<file path="src/rtl/her_dispatch_sched.sv">
// rtl/her_dispatch_sched.sv - HER task dispatcher with per-cluster occupancy tracking and feedback arbiter
//
// Purpose: accepts tasks from the MPQ engine and dispatches each to one of
// NUM_CLUSTERS cluster schedulers according to mode_i (home-first,
// least-loaded or round-robin). It reserves HER slots and L1 packet-buffer
// bytes per cluster at dispatch and releases them on cluster feedback.
// Cluster feedbacks are merged round-robin onto the single pktgen feedback
// interface.
//
// Ports:
//   clk_i, rst_ni                 clock, asynchronous active-low reset
//   mode_i                        00/11 home-first, 01 least-loaded, 10 round-robin
//   task_valid_i/ready_o          task handshake from MPQ (ready is combinational)
//   task_descr_i, task_bytes_i    task descriptor and its packet bytes
//   cluster_task_valid_o/ready_i  per-cluster registered task outputs
//   cluster_task_descr_o          per-cluster registered task descriptor
//   cluster_feedback_valid_i      per-cluster feedback request
//   cluster_feedback_ready_o      one-hot feedback grant
//   cluster_feedback_i/bytes_i    feedback descriptor and bytes released
//   pktgen_feedback_valid_o/ready_i/pktgen_feedback_o  registered merged feedback
//   occ_err_o                     sticky occupancy underflow flag

package her_dispatch_pkg;
  typedef struct packed {
    logic [15:0] msgid;
    logic [31:0] handler_addr;
  } handler_task_t;

  typedef struct packed {
    logic [15:0] msgid;
    logic [7:0]  status;
  } feedback_descr_t;
endpackage

module her_dispatch_sched
  import her_dispatch_pkg::*;
#(
  parameter int NUM_CLUSTERS = 4,
  parameter int MAX_SLOTS    = 64,
  parameter int MAX_BYTES    = 65536,
  parameter int BYTES_W      = 17
) (
  input  logic                                  clk_i,
  input  logic                                  rst_ni,
  input  logic [1:0]                            mode_i,
  input  logic                                  task_valid_i,
  output logic                                  task_ready_o,
  input  handler_task_t                         task_descr_i,
  input  logic [BYTES_W-1:0]                    task_bytes_i,
  output logic [NUM_CLUSTERS-1:0]               cluster_task_valid_o,
  input  logic [NUM_CLUSTERS-1:0]               cluster_task_ready_i,
  output handler_task_t [NUM_CLUSTERS-1:0]      cluster_task_descr_o,
  input  logic [NUM_CLUSTERS-1:0]               cluster_feedback_valid_i,
  output logic [NUM_CLUSTERS-1:0]               cluster_feedback_ready_o,
  input  feedback_descr_t [NUM_CLUSTERS-1:0]    cluster_feedback_i,
  input  logic [NUM_CLUSTERS-1:0][BYTES_W-1:0]  cluster_feedback_bytes_i,
  output logic                                  pktgen_feedback_valid_o,
  input  logic                                  pktgen_feedback_ready_i,
  output feedback_descr_t                       pktgen_feedback_o,
  output logic                                  occ_err_o
);

  localparam int CW = $clog2(NUM_CLUSTERS);
  localparam int SW = $clog2(MAX_SLOTS) + 1;
  localparam logic [SW-1:0]      SLOT_MAX = SW'(MAX_SLOTS);
  localparam logic [BYTES_W:0]   BYTE_MAX = (BYTES_W + 1)'(MAX_BYTES);
  localparam logic [1:0]         MODE_LL  = 2'b01;
  localparam logic [1:0]         MODE_RR  = 2'b10;

  logic [NUM_CLUSTERS-1:0][SW-1:0]      slot_occ_q, slot_nxt;
  logic [NUM_CLUSTERS-1:0][BYTES_W-1:0] byte_occ_q, byte_nxt;
  logic [NUM_CLUSTERS-1:0]              uflow;
  logic [NUM_CLUSTERS-1:0]              eligible;
  logic [NUM_CLUSTERS-1:0]              ctv_q;
  handler_task_t [NUM_CLUSTERS-1:0]     ctd_q;
  logic                                 pfv_q;
  feedback_descr_t                      pfd_q;
  logic                                 occ_err_q;

  logic [CW-1:0]        task_rr_q, fb_rr_q;
  logic [CW-1:0]        home, sel, ll_idx, rr_idx, rr_cand, fb_idx, fb_cand;
  logic                 ll_found, rr_found, fb_found, fb_can, accept;
  logic [BYTES_W-1:0]   ll_min;
  logic [NUM_CLUSTERS-1:0] fb_grant;
  logic [SW:0]          slot_tmp;
  logic [BYTES_W+1:0]   byte_tmp;
  logic                 inc, dec;

  // A cluster can take a task only if its output register is free (or
  // emptying this cycle) and the reservation fits; the byte sum is one bit
  // wider so it can never wrap below the limit.
  always_comb begin
    for (int i = 0; i < NUM_CLUSTERS; i++) begin
      eligible[i] = (slot_occ_q[i] < SLOT_MAX) &&
                    (({1'b0, byte_occ_q[i]} + {1'b0, task_bytes_i}) <= BYTE_MAX) &&
                    (!ctv_q[i] || cluster_task_ready_i[i]);
    end
  end

  // Least-loaded: strict '<' keeps the lowest index on ties.
  always_comb begin
    ll_found = 1'b0;
    ll_idx   = '0;
    ll_min   = '0;
    for (int i = 0; i < NUM_CLUSTERS; i++) begin
      if (eligible[i] && (!ll_found || byte_occ_q[i] < ll_min)) begin
        ll_found = 1'b1;
        ll_idx   = CW'(i);
        ll_min   = byte_occ_q[i];
      end
    end
  end

  // Round-robin: scan starting one past the pointer; the last candidate
  // (offset NUM_CLUSTERS wraps to 0) is the pointer itself.
  always_comb begin
    rr_found = 1'b0;
    rr_idx   = '0;
    rr_cand  = '0;
    for (int k = 1; k <= NUM_CLUSTERS; k++) begin
      rr_cand = task_rr_q + CW'(k);
      if (!rr_found && eligible[rr_cand]) begin
        rr_found = 1'b1;
        rr_idx   = rr_cand;
      end
    end
  end

  assign home = task_descr_i.msgid[CW-1:0];

  always_comb begin
    case (mode_i)
      MODE_LL: sel = ll_idx;
      MODE_RR: sel = rr_idx;
      default: sel = eligible[home] ? home : ll_idx;
    endcase
  end

  assign accept       = task_valid_i && (|eligible);
  assign task_ready_o = accept;

  // Feedback arbiter: same rotating scan as the task round-robin.
  assign fb_can = !pfv_q || pktgen_feedback_ready_i;

  always_comb begin
    fb_found = 1'b0;
    fb_idx   = '0;
    fb_cand  = '0;
    for (int k = 1; k <= NUM_CLUSTERS; k++) begin
      fb_cand = fb_rr_q + CW'(k);
      if (!fb_found && cluster_feedback_valid_i[fb_cand]) begin
        fb_found = 1'b1;
        fb_idx   = fb_cand;
      end
    end
    fb_grant = '0;
    if (fb_can && fb_found) fb_grant[fb_idx] = 1'b1;
  end

  assign cluster_feedback_ready_o = fb_grant;

  // Occupancy next state: reservation and release combine into one net
  // change; a negative result saturates at zero and flags underflow.
  always_comb begin
    slot_tmp = '0;
    byte_tmp = '0;
    inc      = 1'b0;
    dec      = 1'b0;
    for (int i = 0; i < NUM_CLUSTERS; i++) begin
      inc      = accept && (sel == CW'(i));
      dec      = fb_grant[i];
      slot_tmp = {1'b0, slot_occ_q[i]} + {{SW{1'b0}}, inc} - {{SW{1'b0}}, dec};
      byte_tmp = {2'b00, byte_occ_q[i]}
               + (inc ? {2'b00, task_bytes_i} : '0)
               - (dec ? {2'b00, cluster_feedback_bytes_i[i]} : '0);
      uflow[i] = slot_tmp[SW] || byte_tmp[BYTES_W+1];
      slot_nxt[i] = slot_tmp[SW] ? '0 : slot_tmp[SW-1:0];
      if (byte_tmp[BYTES_W+1]) byte_nxt[i] = '0;
      else if (byte_tmp[BYTES_W]) byte_nxt[i] = '1;
      else byte_nxt[i] = byte_tmp[BYTES_W-1:0];
    end
  end

  always_ff @(posedge clk_i or negedge rst_ni) begin
    if (!rst_ni) begin
      slot_occ_q <= '0;
      byte_occ_q <= '0;
      occ_err_q  <= 1'b0;
      task_rr_q  <= '0;
      fb_rr_q    <= '0;
      ctv_q      <= '0;
      ctd_q      <= '0;
      pfv_q      <= 1'b0;
      pfd_q      <= '0;
    end else begin
      slot_occ_q <= slot_nxt;
      byte_occ_q <= byte_nxt;
      occ_err_q  <= occ_err_q | (|uflow);
      if (accept) task_rr_q <= sel;
      for (int i = 0; i < NUM_CLUSTERS; i++) begin
        if (accept && (sel == CW'(i))) begin
          ctv_q[i] <= 1'b1;
          ctd_q[i] <= task_descr_i;
        end else if (cluster_task_ready_i[i]) begin
          ctv_q[i] <= 1'b0;
        end
      end
      if (|fb_grant) begin
        pfv_q   <= 1'b1;
        pfd_q   <= cluster_feedback_i[fb_idx];
        fb_rr_q <= fb_idx;
      end else if (pktgen_feedback_ready_i) begin
        pfv_q <= 1'b0;
      end
    end
  end

  assign cluster_task_valid_o    = ctv_q;
  assign cluster_task_descr_o    = ctd_q;
  assign pktgen_feedback_valid_o = pfv_q;
  assign pktgen_feedback_o       = pfd_q;
  assign occ_err_o               = occ_err_q;

endmodule

</file>
<file path="config.mk">
export PLATFORM = sky130hd
export DESIGN_NAME = her_dispatch_sched
export DESIGN_NICKNAME = d
export VERILOG_FILES = /design/src/rtl/her_dispatch_sched.sv
export SDC_FILE = /design/constraint.sdc
export NUM_CORES = 1
export LEC_CHECK = 0
export BUFFER_PORTS_ARGS = -buffer_cell sky130_fd_sc_hd__buf_2
export CAP_MARGIN = 30
export CORE_MARGIN = 2
export CORE_UTILIZATION = 52
export CTS_CLUSTER_SIZE = 24
export DETAILED_ROUTE_END_ITERATION = 10
export PLACE_DENSITY = 0.83
export SLEW_MARGIN = 25
export SYNTH_ARGS = -nofsm -noshare
export SYNTH_HDL_FRONTEND = slang
export SYNTH_SLANG_ARGS = --single-unit
export TNS_END_PERCENT = 1
</file>
<file path="constraint.sdc">
create_clock -name clk_i -period 14.3 [get_ports clk_i]
set_input_delay 2.86 -clock clk_i [delete_from_list [all_inputs] [get_ports clk_i]]
set_output_delay 2.86 -clock clk_i [all_outputs]
set_load 0.03 [all_outputs]
</file>
==> out/qor_table.md, run 1 <==
| Parameter | Value |
| --- | --- |
| Result of the run | finished, violations left |
| Failing checks | setup timing |
| Initial antenna violation count | 17 |
| Total number of vias | 22,950 |
| Count of flip-flops with a built-in enable after synthesis | 0 |
| Worst hold path type | reg -> reg |
| Leading cell types in the layout, fill and taps excluded | sky130_fd_sc_hd__buf_2 (468), sky130_fd_sc_hd__dfrtp_1 (322), sky130_fd_sc_hd__inv_1 (251) |
| Total Routing Usage GR | 33.82% |
| Critical setup path kind | in -> reg |
| Buffers from clock root to sink, at most | 3 |
| Post-route clock skew | 0.01757 ns |
| Slew Limit Fails | 0 |
| Maximum operating frequency | 0.06861 GHz |
| Number of global-route vias before repair | 21,909 |
| Unrepaired setup endpoints after global routing | yes |
| R2r setup slk | 1.52 ns |
| Routed length per placed instance | 21.65 um |
| Design Area, Final | 31,410 um^2 |
| Total detailed-routing wirelength | 85.14 mm |
| Hold Crit Depth | 2 |
| Final GP Congestion | 1.015 |
| Yosys reg bits | 322 |
| Number of buffers created by CTS | 38 |
| Clock H-tree levels | 2 |
| FF-to-FF path depth | 66 |
| Launch instance of the worst min-delay path | pktgen_feedback_o[18] |
| Most used flip-flop cell after synthesis | sky130_fd_sc_hd__dfrtp_1 |
| Maximum number of pins on one net before global-route repair | 120 |
| Via density | 5.837 |
| Number of input and output port buffers inserted | 469 |
| Hold Vio Cnt, Final | 0 |
| Hold-fix buffer count after cts | 0 |
| Min cycle time layout | 14.58 ns |
| Floorplan row count | 79 |
| Count of endpoints failing setup in the final report | 51 |
| Initial DRC Count | 2,073 |
| Max-Cap Viols | 0 |
| Worst Setup Slack, final | -0.2753 ns |
| Clock Tree Root | sky130_fd_sc_hd__clkbuf_16 |
| # nets final | 3,826 |
| Remaining number of nets flagged by the antenna check after routing | 0 |
| Largest stage delay on the critical path | 0.48 ns |
| Core Footprint | 46,360 um^2 |
| Sequential element share of the synthesized area | 33.10% |
| Cell seen most often among critical-path stages | sky130_fd_sc_hd__a21o_1 |
| Area delta synth->final | 29.03% |
| Endpoint required time on the critical path | 14.71 ns |
| Syn_area_per_cell | 9.257 um^2 |
| Sink count of the clock tree | 322 |
| Startpoint of the worst-slack reg-to-reg timing path | byte_occ_q[0] |
| Endpoint type of the worst setup path | flop |
| Headroom to the max-slew limit | 38.29% |
| Type of element launching the critical path | input port |
| Post-placement cell area | 29,230 um^2 |
| CP Data Arrival Time | 14.99 ns |
| Most common cell after layout, fill and taps aside | sky130_fd_sc_hd__buf_2 |
| Post-synthesis instance area | 24,340 um^2 |
| Synth async-reset ratio | 100.0% |
| Worst R2R End | byte_occ_q[65] |
| Sum of net half-perimeters after detailed placement | 64.28 mm |
| Placed cells | 3,823 |
| Slowest cell on the critical path | sky130_fd_sc_hd__a2111o_1 |
| Later-pin clock latency in the skew report | 0.56 ns |
| Tightest Pin Transition | 0.9257 ns |
| Filler Cells Inserted | 3,557 |
| Remaining design rule violation count | 0 |
| Hold-critical path endpoint | pktgen_feedback_o[18] |
| Die extent in y | 220.4 um |
| Aggregate global routing overflow | 0 |
| Count of non-filler cells in the finished layout | 3,932 |
| Fraction of layout instances using a drive strength above 1 | 33.29% |
| Total Die Area | 48,560 um^2 |
| YS warnings | 0 |
| Worst-path maximum fanout | 8 |
| Syn_nets | 3,171 |
| Number of standard cells after synthesis | 2,630 |
| Number of unique standard cell types used by synthesis | 78 |
| Worst path top cell family by delay | compound AO/OA/AOI/OAI gates |
| Clock transition at the registers of the reported paths | 0.05 ns |
| Total buffers and inverters traversed by the critical path | 8 |
| Count of boundary I/O pins | 470 |
| Initial Util | 52.51% |
| Die Span X | 220.4 um |
| CTS tree | done |
| Length of the first detailed-routing pass in iterations | 6 |
| Wire length of the first global-routing pass | 125.1 mm |
| Portion of the clock cycle consumed by the worst path in the final layout | 101.9% |
## worst register-to-register path: cells and delay by family (launching register included)
kind / cells / cell delay [ns]
compound gates: 39 / 7.25
xor+xnor: 1 / 0.22
fa+ha+maj: 7 / 2.09
buf+inv: 7 / 0.99
flops: 1 / 0.54
mux: 1 / 0.22
simple gates: 11 / 1.32
## flip-flops by register name (all words and copies together), names as in the netlist
name                     count
occ_err_o                    1
cluster_task_valid_o         4
cluster_task_descr_o       192
pktgen_feedback_o           24
task_rr_q                    2
byte_occ_q                  68
slot_occ_q                  28
pktgen_feedback_valid_o      1
fb_rr_q                      2
## worst max path at each step
stage,start,slack [ns],cells past startpoint,to
after floorplan,task_bytes_i[0],-0.41,71,occ_err_o
after global placement,task_bytes_i[0],-0.76,59,occ_err_o
after detailed placement,task_bytes_i[0],-0.94,62,occ_err_o
after CTS,task_bytes_i[0],0.004,66,byte_occ_q[16]
after global routing,task_bytes_i[0],-0.85,67,byte_occ_q[53]
final,task_bytes_i[0],-0.28,67,byte_occ_q[65]
## layer usage
layer  vias to the layer above  global-route usage (%)  wire length (um)
met5                         -                       0               113
met4                        18                   13.76              3847
met3                       273                   11.49              9196
met2                      1111                   54.00             39630
met1                     11070                   42.08             32360
li1                      10478                       -                 -
## synthesized netlist by cell type (4+ instances only)
cell	number	share of area, %
sky130_fd_sc_hd__or2_2	5	0.13
sky130_fd_sc_hd__a21o_1	52	1.6
sky130_fd_sc_hd__mux2i_1	11	0.45
sky130_fd_sc_hd__o31a_1	5	0.18
sky130_fd_sc_hd__a211o_1	4	0.14
sky130_fd_sc_hd__nor4_1	9	0.23
sky130_fd_sc_hd__buf_2	26	0.53
sky130_fd_sc_hd__o211ai_1	9	0.28
sky130_fd_sc_hd__a21oi_1	157	3.2
sky130_fd_sc_hd__o21ai_0	166	3.4
sky130_fd_sc_hd__dfrtp_1	322	33
sky130_fd_sc_hd__o41ai_1	6	0.22
sky130_fd_sc_hd__ha_1	222	11
sky130_fd_sc_hd__nor2b_1	27	0.69
sky130_fd_sc_hd__a2111oi_0	13	0.47
sky130_fd_sc_hd__a221o_1	6	0.25
sky130_fd_sc_hd__xnor2_1	74	2.7
sky130_fd_sc_hd__o31ai_1	6	0.19
sky130_fd_sc_hd__nand2_1	238	3.7
sky130_fd_sc_hd__nand4_1	24	0.62
sky130_fd_sc_hd__nor2_1	214	3.3
sky130_fd_sc_hd__a31oi_1	28	0.72
sky130_fd_sc_hd__a21boi_0	6	0.19
sky130_fd_sc_hd__inv_1	252	3.9
sky130_fd_sc_hd__xor2_1	32	1.2
sky130_fd_sc_hd__nand3_1	54	1.1
sky130_fd_sc_hd__nor3b_1	11	0.34
sky130_fd_sc_hd__a211oi_1	23	0.71
sky130_fd_sc_hd__mux2_2	154	7.1
sky130_fd_sc_hd__buf_1	8	0.12
sky130_fd_sc_hd__mux2_4	21	1.3
sky130_fd_sc_hd__mux2_1	22	1.0
sky130_fd_sc_hd__clkbuf_1	52	0.80
sky130_fd_sc_hd__and3_1	15	0.39
sky130_fd_sc_hd__and2_1	52	1.3
sky130_fd_sc_hd__o21bai_1	37	1.1
sky130_fd_sc_hd__o22ai_1	13	0.33
sky130_fd_sc_hd__o21a_1	31	0.96
sky130_fd_sc_hd__fa_1	76	6.2
sky130_fd_sc_hd__nand2b_1	30	0.77
sky130_fd_sc_hd__buf_6	5	0.23
sky130_fd_sc_hd__nor3_1	45	0.93
sky130_fd_sc_hd__or3_1	5	0.13
## layout make-up
cell class,count,area [um^2],share of cell area (%)
Sequential cell,322,8058,25.65
Multi-Input combinational cell,1963,15990,50.90
Inverter,253,949.7,3.023
Tap cell,607,759.5,2.418
Antenna cell,12,30.03,0.09560
Timing Repair Buffer,707,4380,13.95
Clock buffer,52,1085,3.453
Clock inverter,16,161.4,0.5138
## logic make-up after synthesis
family          share of synthesized area, %
simple gates                           14.04
compound gates                         15.85
buf+inv                                5.653
flops                                  33.10
fa+ha+maj                              17.66
mux                                    9.888
xor+xnor                               3.814
## repair_timing
item,CTS,global route
pin swaps,16,98
setup buffers,7,15
resized for setup,13,104
gates cloned,1,5
setup endpoints to repair,68,76
## through the flow
step / hold slack (ns) / setup WS [ns] / setup TNS (ns) / util, %
after floorplan: 0.4838 / -0.4124 / -22.38 / -
final: 0.4750 / -0.2753 / -6.673 / 67.76
after global placement: 0.4571 / -0.7596 / -31.09 / 63.06
after CTS: 0.4780 / 0.004171 / 0 / 66.08
after global routing: 0.5001 / -0.8469 / -46.36 / 67.71
after detailed placement: 0.4652 / -0.9388 / -49.32 / 63.06
Power of run 1 is not shown: default switching activity piles up to over one toggle a cycle in this logic, so the estimate is an artifact.
==> inputs of run 2 (changes only) <==
--- a/config.mk
+++ b/config.mk
@@ -8,10 +8,10 @@
 export BUFFER_PORTS_ARGS = -buffer_cell sky130_fd_sc_hd__buf_2
 export CAP_MARGIN = 30
 export CORE_MARGIN = 2
-export CORE_UTILIZATION = 52
+export CORE_UTILIZATION = 57
 export CTS_CLUSTER_SIZE = 24
 export DETAILED_ROUTE_END_ITERATION = 10
-export PLACE_DENSITY = 0.83
+export PLACE_DENSITY = 0.86
 export SLEW_MARGIN = 25
 export SYNTH_ARGS = -nofsm -noshare
 export SYNTH_HDL_FRONTEND = slang
==> constraint.sdc (replaced) <==
create_clock -name clk_i -period 14.89 [get_ports clk_i]
set_input_delay 2.978 -clock clk_i [delete_from_list [all_inputs] [get_ports clk_i]]
set_output_delay 2.978 -clock clk_i [all_outputs]
set_load 0.03 [all_outputs]
==> run 2 against run 1 <==
Compared with the run above: the flow now finishes without violations; sequential cell count is the same; routed wire length up 8.5%; hold slack gained 0.0091 ns; sequential share of layout area rose by 0.86 points; design area fell by 3.2%; core utilization grew 4.5 points; clock skew increased by 0.0011 ns; first-iteration DRC count increased by 3.0%.
==> out/qor_table.md, run 2 (synthesis gave the netlist of run 1 again) <==
| Parameter | Value | vs previous |
| --- | --- | --- |
| Count of non-filler cells in the finished layout | 3,793 | -3.5% |
| Largest stage delay on the critical path | 0.41 ns | -0.07 ns |
| Die extent in y | 210.7 um | -4.4% |
| Count of endpoints failing setup in the final report | 0 | -100% |
| Final core utilization | 72.30% | +4.5 points |
| Remaining number of nets flagged by the antenna check after routing | 0 | unchanged |
| Number of input and output port buffers inserted | 469 | unchanged |
| CP Data Arrival Time | 15.05 ns | +0.06 ns |
| Post-route clock skew | 0.01863 ns | +0.001057 ns |
| Placed cells | 3,703 | -3.1% |
| Total number of vias | 23,311 | +1.6% |
| Tightest Pin Transition | 0.9123 ns | -0.01341 ns |
| CTS tree | done |  |
| Setup_tns | 0 ns | +6.673 ns |
| Fraction of layout instances using a drive strength above 1 | 30.97% | -2.3 points |
| Via density | 6.146 | +5.3% |
| Total detailed-routing wirelength | 92.36 mm | +8.5% |
| Max-Cap Viols | 0 | unchanged |
| Clock Tree Root | sky130_fd_sc_hd__clkbuf_16 |  |
| Total Die Area | 44,380 um^2 | -8.6% |
| Maximum operating frequency | 0.06841 GHz |  |
| Later-pin clock latency in the skew report | 0.56 ns | about the same |
| Critical setup path kind | in -> reg |  |
| Largest register FFs | 192 | unchanged |
| Clock H-tree levels | 2 | unchanged |
| Most common cell after layout, fill and taps aside | sky130_fd_sc_hd__buf_2 |  |
| Result of the run | finished clean |  |
| Min cycle time layout | 14.62 ns |  |
| Initial DRC Count | 2,135 | +3.0% |
| Worst hold path type | reg -> reg |  |
| Sink count of the clock tree | 322 | unchanged |
| Hold Vio Cnt, Final | 0 | unchanged |
| Aggregate global routing overflow | 0 | unchanged |
| Type of element launching the critical path | input port |  |
| Floorplan row count | 75 | -5.1% |
| Clock transition at the registers of the reported paths | 0.06 ns | about the same |
| Filler Cells Inserted | 2,980 | -16% |
| Initial Util | 57.91% | +5.4 points |
| Endpoint required time on the critical path | 15.32 ns | +0.61 ns |
| Slowest cell on the critical path | sky130_fd_sc_hd__fa_2 |  |
| # nets final | 3,760 | -1.7% |
| Headroom to the max-slew limit | 39.18% | +0.89 points |
| Sum of net half-perimeters after detailed placement | 68.81 mm | +7.1% |
| Count of boundary I/O pins | 470 | unchanged |
| Area occupied by registers | 8058 um^2 | unchanged |
| R2r setup slk | 2.22 ns | +0.70 ns |
| Core Footprint | 42,040 um^2 | -9.3% |
| Final GP Congestion | 1.028 | +1.3% |
| Number of buffers created by CTS | 36 | -5.3% |
| Cell seen most often among critical-path stages | sky130_fd_sc_hd__a21oi_2 |  |
| Multi-input combinational cell area | 15,790 um^2 | -1.2% |
| Number of global-route vias before repair | 23,357 | +6.6% |
| Leading cell types in the layout, fill and taps excluded | sky130_fd_sc_hd__buf_2 (468), sky130_fd_sc_hd__dfrtp_1 (322), sky130_fd_sc_hd__inv_1 (252) |  |
| Initial antenna violation count | 12 | -5 |
| Remaining design rule violation count | 0 | unchanged |
| Endpoint type of the worst setup path | flop |  |
| Unrepaired setup endpoints after global routing | yes |  |
| Portion of the clock cycle consumed by the worst path in the final layout | 98.18% |  |
| Length of the first detailed-routing pass in iterations | 6 | unchanged |
| Maximum number of pins on one net before global-route repair | 121 | +0.83% |
| Slew Limit Fails | 0 | unchanged |
| Worst-path maximum fanout | 25 | +17 |
| Routed length per placed instance | 24.35 um | +12% |
| Die Span X | 210.7 um | -4.4% |
| Total Routing Usage GR | 40.47% | +6.6 points |
| Buffers from clock root to sink, at most | 3 | unchanged |
| Wire length of the first global-routing pass | 137.1 mm | +9.6% |
| Area delta synth->final | 24.85% |  |
## run 2: cell types whose count changed in the layout (fill, tap and decap cells not counted), moves of 3 or more
cell | before | now
sky130_fd_sc_hd__clkbuf_1 | 7 | 12
sky130_fd_sc_hd__buf_6 | 9 | 1
sky130_fd_sc_hd__o21ai_0 | 146 | 149
sky130_fd_sc_hd__clkbuf_8 | 6 | 2
sky130_fd_sc_hd__clkbuf_16 | 43 | 36
sky130_fd_sc_hd__clkinv_2 | 8 | 5
sky130_fd_sc_hd__o41ai_2 | 1 | 4
sky130_fd_sc_hd__o41ai_4 | 5 | 2
sky130_fd_sc_hd__nor2_2 | 5 | 8
sky130_fd_sc_hd__a31oi_2 | 3 | 6
sky130_fd_sc_hd__o21ai_2 | 6 | 2
sky130_fd_sc_hd__a21oi_2 | 38 | 23
sky130_fd_sc_hd__buf_4 | 215 | 164
sky130_fd_sc_hd__a21oi_1 | 119 | 134
## run 2: area by class of cell
class | count | share of cell area [%]
Inverter | 253 | 3.124
Clock buffer | 50 | 3.203
Sequential cell | 322 | 26.51
Multi-Input combinational cell | 1962 | 51.95
Antenna cell | 12 | 0.09880
Clock inverter | 11 | 0.3952
Tap cell | 539 | 2.219
Timing Repair Buffer | 644 | 12.50
## run 2: repair_timing
item                                    CTS  global route
resized for setup                         0            73
endpoints found under the setup margin    0            90
hold buffers                              0             0
buffers inserted                          0            14
## run 2: layer usage
layer / GRT usage, % / vias to the layer above / part of all wire [%]
met5: 0 / - / 0.017
li1: - / 10335 / -
met1: 49.23 / 11334 / 37
met3: 11.00 / 367 / 9.4
met4: 19.60 / 2 / 5.8
met2: 66.78 / 1273 / 47
## run 2: final timing paths
kind | cells past startpoint | from | to
worst max-delay path | 65 | task_bytes_i[0] | byte_occ_q[33]
worst min-delay path | 2 | pktgen_feedback_o[17] | pktgen_feedback_o[17]
worst max register to register | 64 | byte_occ_q[0] | byte_occ_q[33]
worst min register to register | 2 | pktgen_feedback_o[17] | pktgen_feedback_o[17]
max in group asynchronous | 4 | rst_ni | pktgen_feedback_o[3]
min in group asynchronous | 1 | rst_ni | cluster_task_descr_o[127]
## run 2: through the flow
stage / hold WS [ns] / instance area, um^2 / setup slack, ns
floorplan: 0.4838 / 24930 / 0.003339
global placement: 0.4612 / 28720 / -0.1424
detailed placement: 0.4650 / 28720 / -0.4997
CTS: 0.4823 / 29810 / 0.02042
global route: 0.5031 / 30390 / -0.1722
finish: 0.4841 / 30390 / 0.2717
## run 2: worst max-delay path, delay by kind of cell
kind                       cells  cell delay, ns
buffers and inverters          7            0.90
xor gates and xnor gates       1            0.14
AOI/OAI and AO/OA             34            6.40
and+or+nand+nor               15            2.24
adders and majority gates      8            2.34
Power of run 2 is left out for the same reason.
